$ cat config.mk
export PLATFORM = sky130hd
export DESIGN_NAME = p65c816_useq_flat
export DESIGN_NICKNAME = d
export VERILOG_FILES = /design/src/rtl/p65c816_useq_if.sv /design/src/rtl/p65c816_useq.sv /design/src/flat_wrapper.sv
export SDC_FILE = /design/constraint.sdc
export NUM_CORES = 1
export LEC_CHECK = 0
export BUFFER_PORTS_ARGS = -buffer_cell sky130_fd_sc_hd__buf_2
export CORE_MARGIN = 3
export CORE_UTILIZATION = 45
export CTS_BUF_LIST = sky130_fd_sc_hd__clkbuf_8
export CTS_CLUSTER_DIAMETER = 30
export CTS_CLUSTER_SIZE = 28
export DETAILED_ROUTE_END_ITERATION = 6
export PLACE_DENSITY = 0.81
export SYNTH_ARGS = -nofsm -noshare
export SYNTH_HDL_FRONTEND = slang
export SYNTH_SLANG_ARGS = --single-unit
$ cat constraint.sdc
create_clock -name CLK -period 2.02 [get_ports CLK]
set_input_delay 0.101 -clock CLK [delete_from_list [all_inputs] [get_ports CLK]]
set_output_delay 0.101 -clock CLK [all_outputs]
set_load 0.01 [all_outputs]
$ cat src/rtl/p65c816_useq_if.sv
// Bus bundle between the 65C816 microcode sequencer and its environment.
// The master drives step controls and conditions; the slave is the sequencer.
interface p65c816_useq_if;
    logic        CE;
    logic        RDY;
    logic [7:0]  D_IN;
    logic [2:0]  STATE_CTRL;
    logic        M_FLAG;
    logic        X_FLAG;
    logic        DL_ZERO;
    logic        BR_TAKEN;
    logic        IRQ_REQ;
    logic        NMI_EDGE;
    logic [7:0]  IR;
    logic [2:0]  MC;
    logic [10:0] ROM_ADDR;
    logic        SYNC;
    logic [1:0]  VEC_SEL;
    logic        NMI_ACK;
    logic        WAITING;
    logic        STOPPED;

    modport master (
        output CE, RDY, D_IN, STATE_CTRL,
        output M_FLAG, X_FLAG, DL_ZERO, BR_TAKEN,
        output IRQ_REQ, NMI_EDGE,
        input  IR, MC, ROM_ADDR, SYNC, VEC_SEL,
        input  NMI_ACK, WAITING, STOPPED
    );

    modport slave (
        input  CE, RDY, D_IN, STATE_CTRL,
        input  M_FLAG, X_FLAG, DL_ZERO, BR_TAKEN,
        input  IRQ_REQ, NMI_EDGE,
        output IR, MC, ROM_ADDR, SYNC, VEC_SEL,
        output NMI_ACK, WAITING, STOPPED
    );
endinterface

$ cat src/rtl/p65c816_useq.sv
// 65C816 microcode sequencer: steps {IR, MC} through the microcode ROM,
// handles conditional skips, branches, WAI/STP and NMI/IRQ vectoring.
module p65c816_useq (
    input logic            CLK,
    input logic            RST,
    p65c816_useq_if.slave  bus
);
    typedef enum logic [2:0] {
        SC_NEXT   = 3'b000,
        SC_END    = 3'b001,
        SC_MSKIP  = 3'b010,
        SC_XSKIP  = 3'b011,
        SC_DSKIP  = 3'b100,
        SC_BRANCH = 3'b101,
        SC_WAI    = 3'b110,
        SC_STP    = 3'b111
    } sc_e;

    logic [7:0] ir_q, ir_d;
    logic [2:0] mc_q, mc_d;
    logic [1:0] vec_sel_q, vec_sel_d;
    logic       nmi_ack_q, nmi_ack_d;
    logic       waiting_q, waiting_d;
    logic       stopped_q, stopped_d;
    logic       nmi_pend_q, nmi_pend_d;

    sc_e  sc;
    logic step_en;
    logic end_op;

    assign sc     = sc_e'(bus.STATE_CTRL);
    assign end_op = (sc == SC_END) ||
                    ((sc == SC_BRANCH) && !bus.BR_TAKEN);

    always_comb begin
        step_en    = bus.CE && bus.RDY && !stopped_q;
        ir_d       = ir_q;
        mc_d       = mc_q;
        vec_sel_d  = vec_sel_q;
        nmi_ack_d  = 1'b0;
        waiting_d  = waiting_q;
        stopped_d  = stopped_q;
        nmi_pend_d = nmi_pend_q;

        if (step_en) begin
            if (end_op) begin
                mc_d = 3'd0;
                if (nmi_pend_q) begin
                    ir_d       = 8'h00;
                    vec_sel_d  = 2'b10;
                    nmi_ack_d  = 1'b1;
                    nmi_pend_d = 1'b0;
                end else if (bus.IRQ_REQ) begin
                    ir_d      = 8'h00;
                    vec_sel_d = 2'b11;
                end else begin
                    ir_d      = bus.D_IN;
                    vec_sel_d = 2'b00;
                end
            end else begin
                case (sc)
                    SC_MSKIP: mc_d = mc_q + (bus.M_FLAG  ? 3'd2 : 3'd1);
                    SC_XSKIP: mc_d = mc_q + (bus.X_FLAG  ? 3'd2 : 3'd1);
                    SC_DSKIP: mc_d = mc_q + (bus.DL_ZERO ? 3'd2 : 3'd1);
                    SC_WAI: begin
                        // Wake does not consume the NMI; the next END vectors it.
                        if (nmi_pend_q || bus.IRQ_REQ) begin
                            mc_d      = mc_q + 3'd1;
                            waiting_d = 1'b0;
                        end else begin
                            waiting_d = 1'b1;
                        end
                    end
                    SC_STP:  stopped_d = 1'b1;
                    default: mc_d = mc_q + 3'd1;
                endcase
            end
        end

        // A new edge beats a same-cycle clear.
        if (bus.NMI_EDGE) nmi_pend_d = 1'b1;
    end

    always_ff @(posedge CLK) begin
        if (RST) begin
            ir_q       <= 8'h00;
            mc_q       <= 3'd0;
            vec_sel_q  <= 2'b01;
            nmi_ack_q  <= 1'b0;
            waiting_q  <= 1'b0;
            stopped_q  <= 1'b0;
            nmi_pend_q <= 1'b0;
        end else begin
            ir_q       <= ir_d;
            mc_q       <= mc_d;
            vec_sel_q  <= vec_sel_d;
            nmi_ack_q  <= nmi_ack_d;
            waiting_q  <= waiting_d;
            stopped_q  <= stopped_d;
            nmi_pend_q <= nmi_pend_d;
        end
    end

    assign bus.IR       = ir_q;
    assign bus.MC       = mc_q;
    assign bus.ROM_ADDR = {ir_q, mc_q};
    assign bus.SYNC     = !stopped_q && end_op;
    assign bus.VEC_SEL  = vec_sel_q;
    assign bus.NMI_ACK  = nmi_ack_q;
    assign bus.WAITING  = waiting_q;
    assign bus.STOPPED  = stopped_q;
endmodule

$ cat src/flat_wrapper.sv
// flat-port wrapper written by rule: the top's interface ports become plain ports
module p65c816_useq_flat 
  (CLK, RST, bus_CE, bus_RDY, bus_D_IN, bus_STATE_CTRL, bus_M_FLAG, bus_X_FLAG, bus_DL_ZERO, bus_BR_TAKEN, bus_IRQ_REQ, bus_NMI_EDGE, bus_IR, bus_MC, bus_ROM_ADDR, bus_SYNC, bus_VEC_SEL, bus_NMI_ACK, bus_WAITING, bus_STOPPED);
  p65c816_useq_if bus_i ();
  input logic CLK;
  input logic RST;
  input wire logic [$bits(bus_i.CE)-1:0] bus_CE;
  input wire logic [$bits(bus_i.RDY)-1:0] bus_RDY;
  input wire logic [$bits(bus_i.D_IN)-1:0] bus_D_IN;
  input wire logic [$bits(bus_i.STATE_CTRL)-1:0] bus_STATE_CTRL;
  input wire logic [$bits(bus_i.M_FLAG)-1:0] bus_M_FLAG;
  input wire logic [$bits(bus_i.X_FLAG)-1:0] bus_X_FLAG;
  input wire logic [$bits(bus_i.DL_ZERO)-1:0] bus_DL_ZERO;
  input wire logic [$bits(bus_i.BR_TAKEN)-1:0] bus_BR_TAKEN;
  input wire logic [$bits(bus_i.IRQ_REQ)-1:0] bus_IRQ_REQ;
  input wire logic [$bits(bus_i.NMI_EDGE)-1:0] bus_NMI_EDGE;
  output wire logic [$bits(bus_i.IR)-1:0] bus_IR;
  output wire logic [$bits(bus_i.MC)-1:0] bus_MC;
  output wire logic [$bits(bus_i.ROM_ADDR)-1:0] bus_ROM_ADDR;
  output wire logic [$bits(bus_i.SYNC)-1:0] bus_SYNC;
  output wire logic [$bits(bus_i.VEC_SEL)-1:0] bus_VEC_SEL;
  output wire logic [$bits(bus_i.NMI_ACK)-1:0] bus_NMI_ACK;
  output wire logic [$bits(bus_i.WAITING)-1:0] bus_WAITING;
  output wire logic [$bits(bus_i.STOPPED)-1:0] bus_STOPPED;
  assign bus_i.CE = bus_CE;
  assign bus_i.RDY = bus_RDY;
  assign bus_i.D_IN = bus_D_IN;
  assign bus_i.STATE_CTRL = bus_STATE_CTRL;
  assign bus_i.M_FLAG = bus_M_FLAG;
  assign bus_i.X_FLAG = bus_X_FLAG;
  assign bus_i.DL_ZERO = bus_DL_ZERO;
  assign bus_i.BR_TAKEN = bus_BR_TAKEN;
  assign bus_i.IRQ_REQ = bus_IRQ_REQ;
  assign bus_i.NMI_EDGE = bus_NMI_EDGE;
  assign bus_IR = bus_i.IR;
  assign bus_MC = bus_i.MC;
  assign bus_ROM_ADDR = bus_i.ROM_ADDR;
  assign bus_SYNC = bus_i.SYNC;
  assign bus_VEC_SEL = bus_i.VEC_SEL;
  assign bus_NMI_ACK = bus_i.NMI_ACK;
  assign bus_WAITING = bus_i.WAITING;
  assign bus_STOPPED = bus_i.STOPPED;
  p65c816_useq u_core (.CLK(CLK), .RST(RST), .bus(bus_i));
endmodule
==> impl_results.md, run 1 <==
* Filler cells at 163
* Synth Area per Inst at 8.66 um^2
* Initial antenna violation count at 0
* TritonRoute pass-1 iters at 4
* Ranking of synthesized cells by area: dfxtp_1, buf_4, a21oi_1
* Peak VDD IR at 0.000303 V
* Largest net degree at the start of global routing at 19
* Core area at 1780 um^2
* Cell area after synthesis at 875 um^2
* Root buf cell: clkbuf_8
* First-pass GRT wire length at 3140 um
* Final Critical Period at 1.56 ns
* DPL Wire Length at 1490 um
* Worst setup EP type: flop
* Post-synth top area share at 38.9%
* Die Wd at approximately 50 um
* Max_cap viols at 0
* Cells after synthesis at between 100 and 150
* Clk Latency, worst-skew pair at 0.25 ns
* Total wire length at a little under 2000 um
* Post-Syn Nets at 124
* Main synth FF type: dfxtp_1
* Kind of critical path: input port to flop
* Clock buffer count from CTS at 3
* Aggregate global routing overflow at 0
* Slew HR at 56.3%
* CTS clk-pin slew, worst paths at 0.07 ns
* Buffers added on ports at 48
* Share of cells above drive strength 1 at 41.0%
* Fin nets at 163
* # rows at 15
* CTS resizes at 0
* Number of global-route vias before repair at 736
* Req. time, crit path at ~2.2 ns
* Total track usage at between 10% and 20%
* Worst EP arrival at 1.69 ns
* Chip height at 50.1 um
* CTS tree: done
* Initial Util at 49.1%
* Max clock buf depth at 2
* Critical Path Fanout Max at 8
* Max Transition Viols Final at 0
* Library cells used by synthesis at 30
* Most frequent cells in the layout: buf_2, dfxtp_1, nand2_1, a21oi_1, nand3_1
* Biggest area consumer among synthesized cells: dfxtp_1
* Period utilisation layout at 77.0%
* Seq/Total Area, Yosys at 38.9%
* Residual DRC at 0
* P&R area growth vs syn at 24.9%
* Via/cell ratio at between 5 and 6
* Most common cell after layout, fill and taps aside: buf_2
* Max H-tree Level at 1
* Worst setup SP type: input port
* Leak at 0.520 nW
* Worst Skew at slightly below 0.006 ns
* Status: completed
* RSZ-0062 raised after global routing: no
* Fmax achieved at 0.643 GHz
* Post-DRT Antenna Nets at 0
* Worst-Margin Slew at about 0.65 ns
* TNS Setup at 0 ns
* N_diodes at 0
* Placed cell count at 160
* Worst min-delay path category: input port to flop
* # Post-CTS Setup Buffers at 0
* Routed len/inst at 11.9 um
* Die area at 2510 um^2
* Via Count at ~840
* Power Density at between 600 and 700 nW/um^2
* Non-Filler Instances at 164
* Initial drt markers at 15
* FF+latch count, synth at 17
* Gpl congestion at 0.799
* Sinks on Clock Net at 17
* Final hold viol count at 0
* Post-synth EDFFs at 0
* Final setup fails at 0
* Ys Warns at 0
* Ports at 49
* Asr flop ratio synth at 0%
* Hold-fix buffers at CTS at 0
==> cell type report <==
| cell class | instances | area (um^2) | area share (%) |
|---|---|---|---|
| inverters | 3 | 11.3 | 1.03 |
| repair buffers | 49 | 248 | 22.7 |
| multi-input cells | 66 | 417 | 38.1 |
| clock buffers | 3 | 41.3 | 3.78 |
| flip-flops and latches | 17 | 340 | 31.2 |
| clock inverters | 1 | 3.75 | 0.344 |
| well taps | 25 | 31.3 | 2.86 |
==> synthesized netlist by cell type (2+ instances only) <==
library cell / n
nor2_1: 10
buf_4: 11
a21oi_1: 11
inv_1: 3
nand3_1: 11
mux2i_1: 2
dfxtp_1: 17
a31oi_1: 2
nand2b_1: 2
nand2_1: 11
clkbuf_1: 2
==> flip-flops by register name (all words and copies together) (netlist names) <==
signal	flops
u_core.bus.VEC_SEL	2
u_core.bus.WAITING	1
u_core.bus.MC	3
u_core.nmi_pend_q	1
u_core.bus.STOPPED	1
u_core.bus.NMI_ACK	1
u_core.bus.IR	8
==> per-layer routing <==
layer | vias to the layer above | GRT usage (%) | part of all wire, %
met5 | - | 0 | 0
met4 | 0 | 6.91 | 1.3
met3 | 4 | 3.32 | 7.0
met2 | 36 | 27.6 | 53
met1 | 390 | 19.3 | 39
li1 | 412 | - | -
==> critical path, cell delays in order <==
cell and delay [ns]:
buf_2 0.15, mux2_2 0.36, a31oi_1 0.17, ha_1 0.16, inv_1 0.04, fa_1 0.48, a21oi_1 0.04, mux2i_1 0.13
nor2_1 0.05
==> where the power goes <==
part           leakage (nW)  internal, W   total, W  switching [W]
Clock                0.0269     0.000135   0.000248       0.000113
Combinational         0.355    0.0000416  0.0000932      0.0000515
Sequential            0.138     0.000342   0.000348     0.00000591
==> logic make-up after synthesis <==
| group | share of synthesized area (%) |
|---|---|
| AOI/OAI and AO/OA | 14.0 |
| DFF | 38.9 |
| muxes | 3.58 |
| and+or+nand+nor | 26.3 |
| buffers and inverters | 13.4 |
| adders and majority gates | 3.72 |
==> path summary, 6_finish.rpt <==
path	start	endpoint	slack, ns	cells past startpoint
setup / recovery	bus_STATE_CTRL[0]	u_core.bus.MC[1]	0.46	9
hold / removal	bus_D_IN[7]	u_core.bus.IR[7]	0.1	3
setup reg to reg	u_core.bus.MC[0]	u_core.bus.MC[1]	0.62	6
hold reg to reg	u_core.bus.IR[5]	u_core.bus.IR[5]	0.46	2
==> metrics by stage <==
step	total power, W	setup WS (ns)	hold WS, ns	util [%]	area (um^2)
after detailed placement	0.000449	0.193	0.344	58.7	1050
final	0.000689	0.464	0.0990	61.3	1090
after global placement	0.000445	0.250	0.311	58.7	1050
after global routing	0.000728	0.329	0.104	61.3	1090
after floorplan	0.000410	0.456	0.218	-	875
after CTS	0.000697	0.458	0.0930	61.3	1090
(Power assumes the default switching activity.)
==> run 2, diff against run 1 <==
- clock period: 2.02 -> 1.6 ns (I/O delays scaled with it)
==> run 2 against run 1 <==
Net effect:
- combinational power is 47% higher
- power is 31% higher
- register-to-register slack worse by 0.43 ns
- clock power is 31% higher
- die area stayed put
- clock skew is 0.0023 ns lower
- count of clock-buffer cells in the layout stayed put
- sequential power is 26% higher
- sequential cell count stayed put
- largest cell class unchanged
==> impl_results.md, run 2 (synthesis gave the netlist of run 1 again) <==
* Status: completed
* Chip height at 50.1 um
* Core area at 1780 um^2
* Initial antenna violation count at 0
* Period utilisation layout at between 90 and 100%
* Fmax achieved at just under 0.7 GHz
* Max_cap viols at 0
* Worst-Margin Slew at 0.363 ns
* Max H-tree Level at 1
* Number of global-route vias before repair at 703
* Register area at 340 um^2
* Fin nets at 169
* Residual DRC at 0
* TNS Setup at 0 ns
* Critical Path Fanout Max at 3
* Worst setup EP type: flop
* Total wire length at about 2100 um
* Max clock buf depth at 2
* Leak at approximately 0.56 nW
* Routed len/inst at about 13 um
* Filler cells at 160
* Largest net degree at the start of global routing at 19
* Max Transition Viols Final at 0
* First-pass GRT wire length at ~3100 um
* Via Count at about 850
* Via/cell ratio at ~5.0
* Final Critical Period at 1.46 ns
* Most frequent cells in the layout: buf_2, dfxtp_1, nand2_1, a21oi_1, nand3_1
* Clk Latency, worst-skew pair at 0.26 ns
* Power Density at 776 nW/um^2
* CTS clk-pin slew, worst paths at 0.07 ns
* Total track usage at 16.2%
* Req. time, crit path at 1.74 ns
* Peak VDD IR at 0.000552 V
* Buffers added on ports at 48
* Aggregate global routing overflow at 0
* Placed cell count at 166
* Final hold viol count at 0
* Initial drt markers at 13
* Hold-fix buffers at CTS at 0
* TritonRoute pass-1 iters at 4
* Final setup fails at 0
* Multi-input gate area at 442 um^2
* Worst min-delay path category: input port to flop
* # rows at 15
* Gpl congestion at between 0.8 and 0.9
* Largest register FFs at 8
* CTS tree: done
* Most common cell after layout, fill and taps aside: buf_2
* Initial Util at 49.1%
* Die area at about 2500 um^2
* Slew HR at 75.8%
* DPL Wire Length at 1570 um
* Sinks on Clock Net at 17
* RSZ-0062 raised after global routing: no
* Worst Skew at 0.00352 ns
* Die Wd at around 50 um
* Worst setup SP type: input port
* Clock buffer count from CTS at 3
* Ports at 49
* Non-Filler Instances at 170
* Worst EP arrival at 1.60 ns
* N_diodes at 0
* Kind of critical path: input port to flop
* Share of cells above drive strength 1 at 44.8%
* Post-DRT Antenna Nets at 0
* Root buf cell: clkbuf_8
* Total power at between 0.0009 and 0.001 W
* P&R area growth vs syn at 32.9%
## run 2: final cells by class
class	instances	area share [%]
clock buffers	3	3.55
clock inverters	1	0.323
inverters	3	0.969
multi-input cells	66	38.0
flip-flops and latches	17	29.3
well taps	25	2.69
repair buffers	55	25.2
## run 2: path summary, 6_finish.rpt
kind | start | to | slack (ns) | depth (start not counted)
worst max-delay path | bus_STATE_CTRL[0] | u_core.bus.MC[1] | 0.14 | 9
worst min-delay path | bus_NMI_EDGE | u_core.nmi_pend_q | 0.03 | 3
worst max register to register | u_core.bus.MC[0] | u_core.bus.MC[1] | 0.19 | 6
worst min register to register | u_core.bus.IR[6] | u_core.bus.IR[6] | 0.46 | 2
## run 2: per-stage QoR
step | setup WS (ns) | cell area, um^2 | utilization (%) | hold slack, ns
floorplan | 0.0569 | 875 | - | 0.197
global placement | -0.0856 | 1090 | 61.3 | 0.290
detailed placement | -0.150 | 1090 | 61.3 | 0.298
CTS | 0.110 | 1140 | 63.8 | 0.0284
global route | 0.00888 | 1160 | 65.2 | 0.0607
finish | 0.144 | 1160 | 65.2 | 0.0313
## run 2: worst max-delay path: stages
cell and delay (ns):
buf_2 0.14, mux2_4 0.32, a31oi_2 0.14, ha_1 0.16, inv_1 0.05, fa_1 0.48
a21oi_1 0.04, mux2i_1 0.14, nor2_1 0.05
## run 2: timing repair
action	CTS	global route
setup endpoints to repair	0	1
setup buffers	0	0
resized for setup	0	4
## run 2: routing by layer
metal,GRT usage (%),share of wire (%)
met1,18.9,43
met2,28.0,50
met3,2.72,4.9
met4,8.29,1.5
met5,0,0
## run 2: power by group
part	leakage, nW	internal, W	total (W)	switching (W)
clock	0.0269	0.000171	0.000325	0.000155
sequential	0.138	0.000432	0.000440	0.00000778
combinational	0.395	0.0000649	0.000137	0.0000725
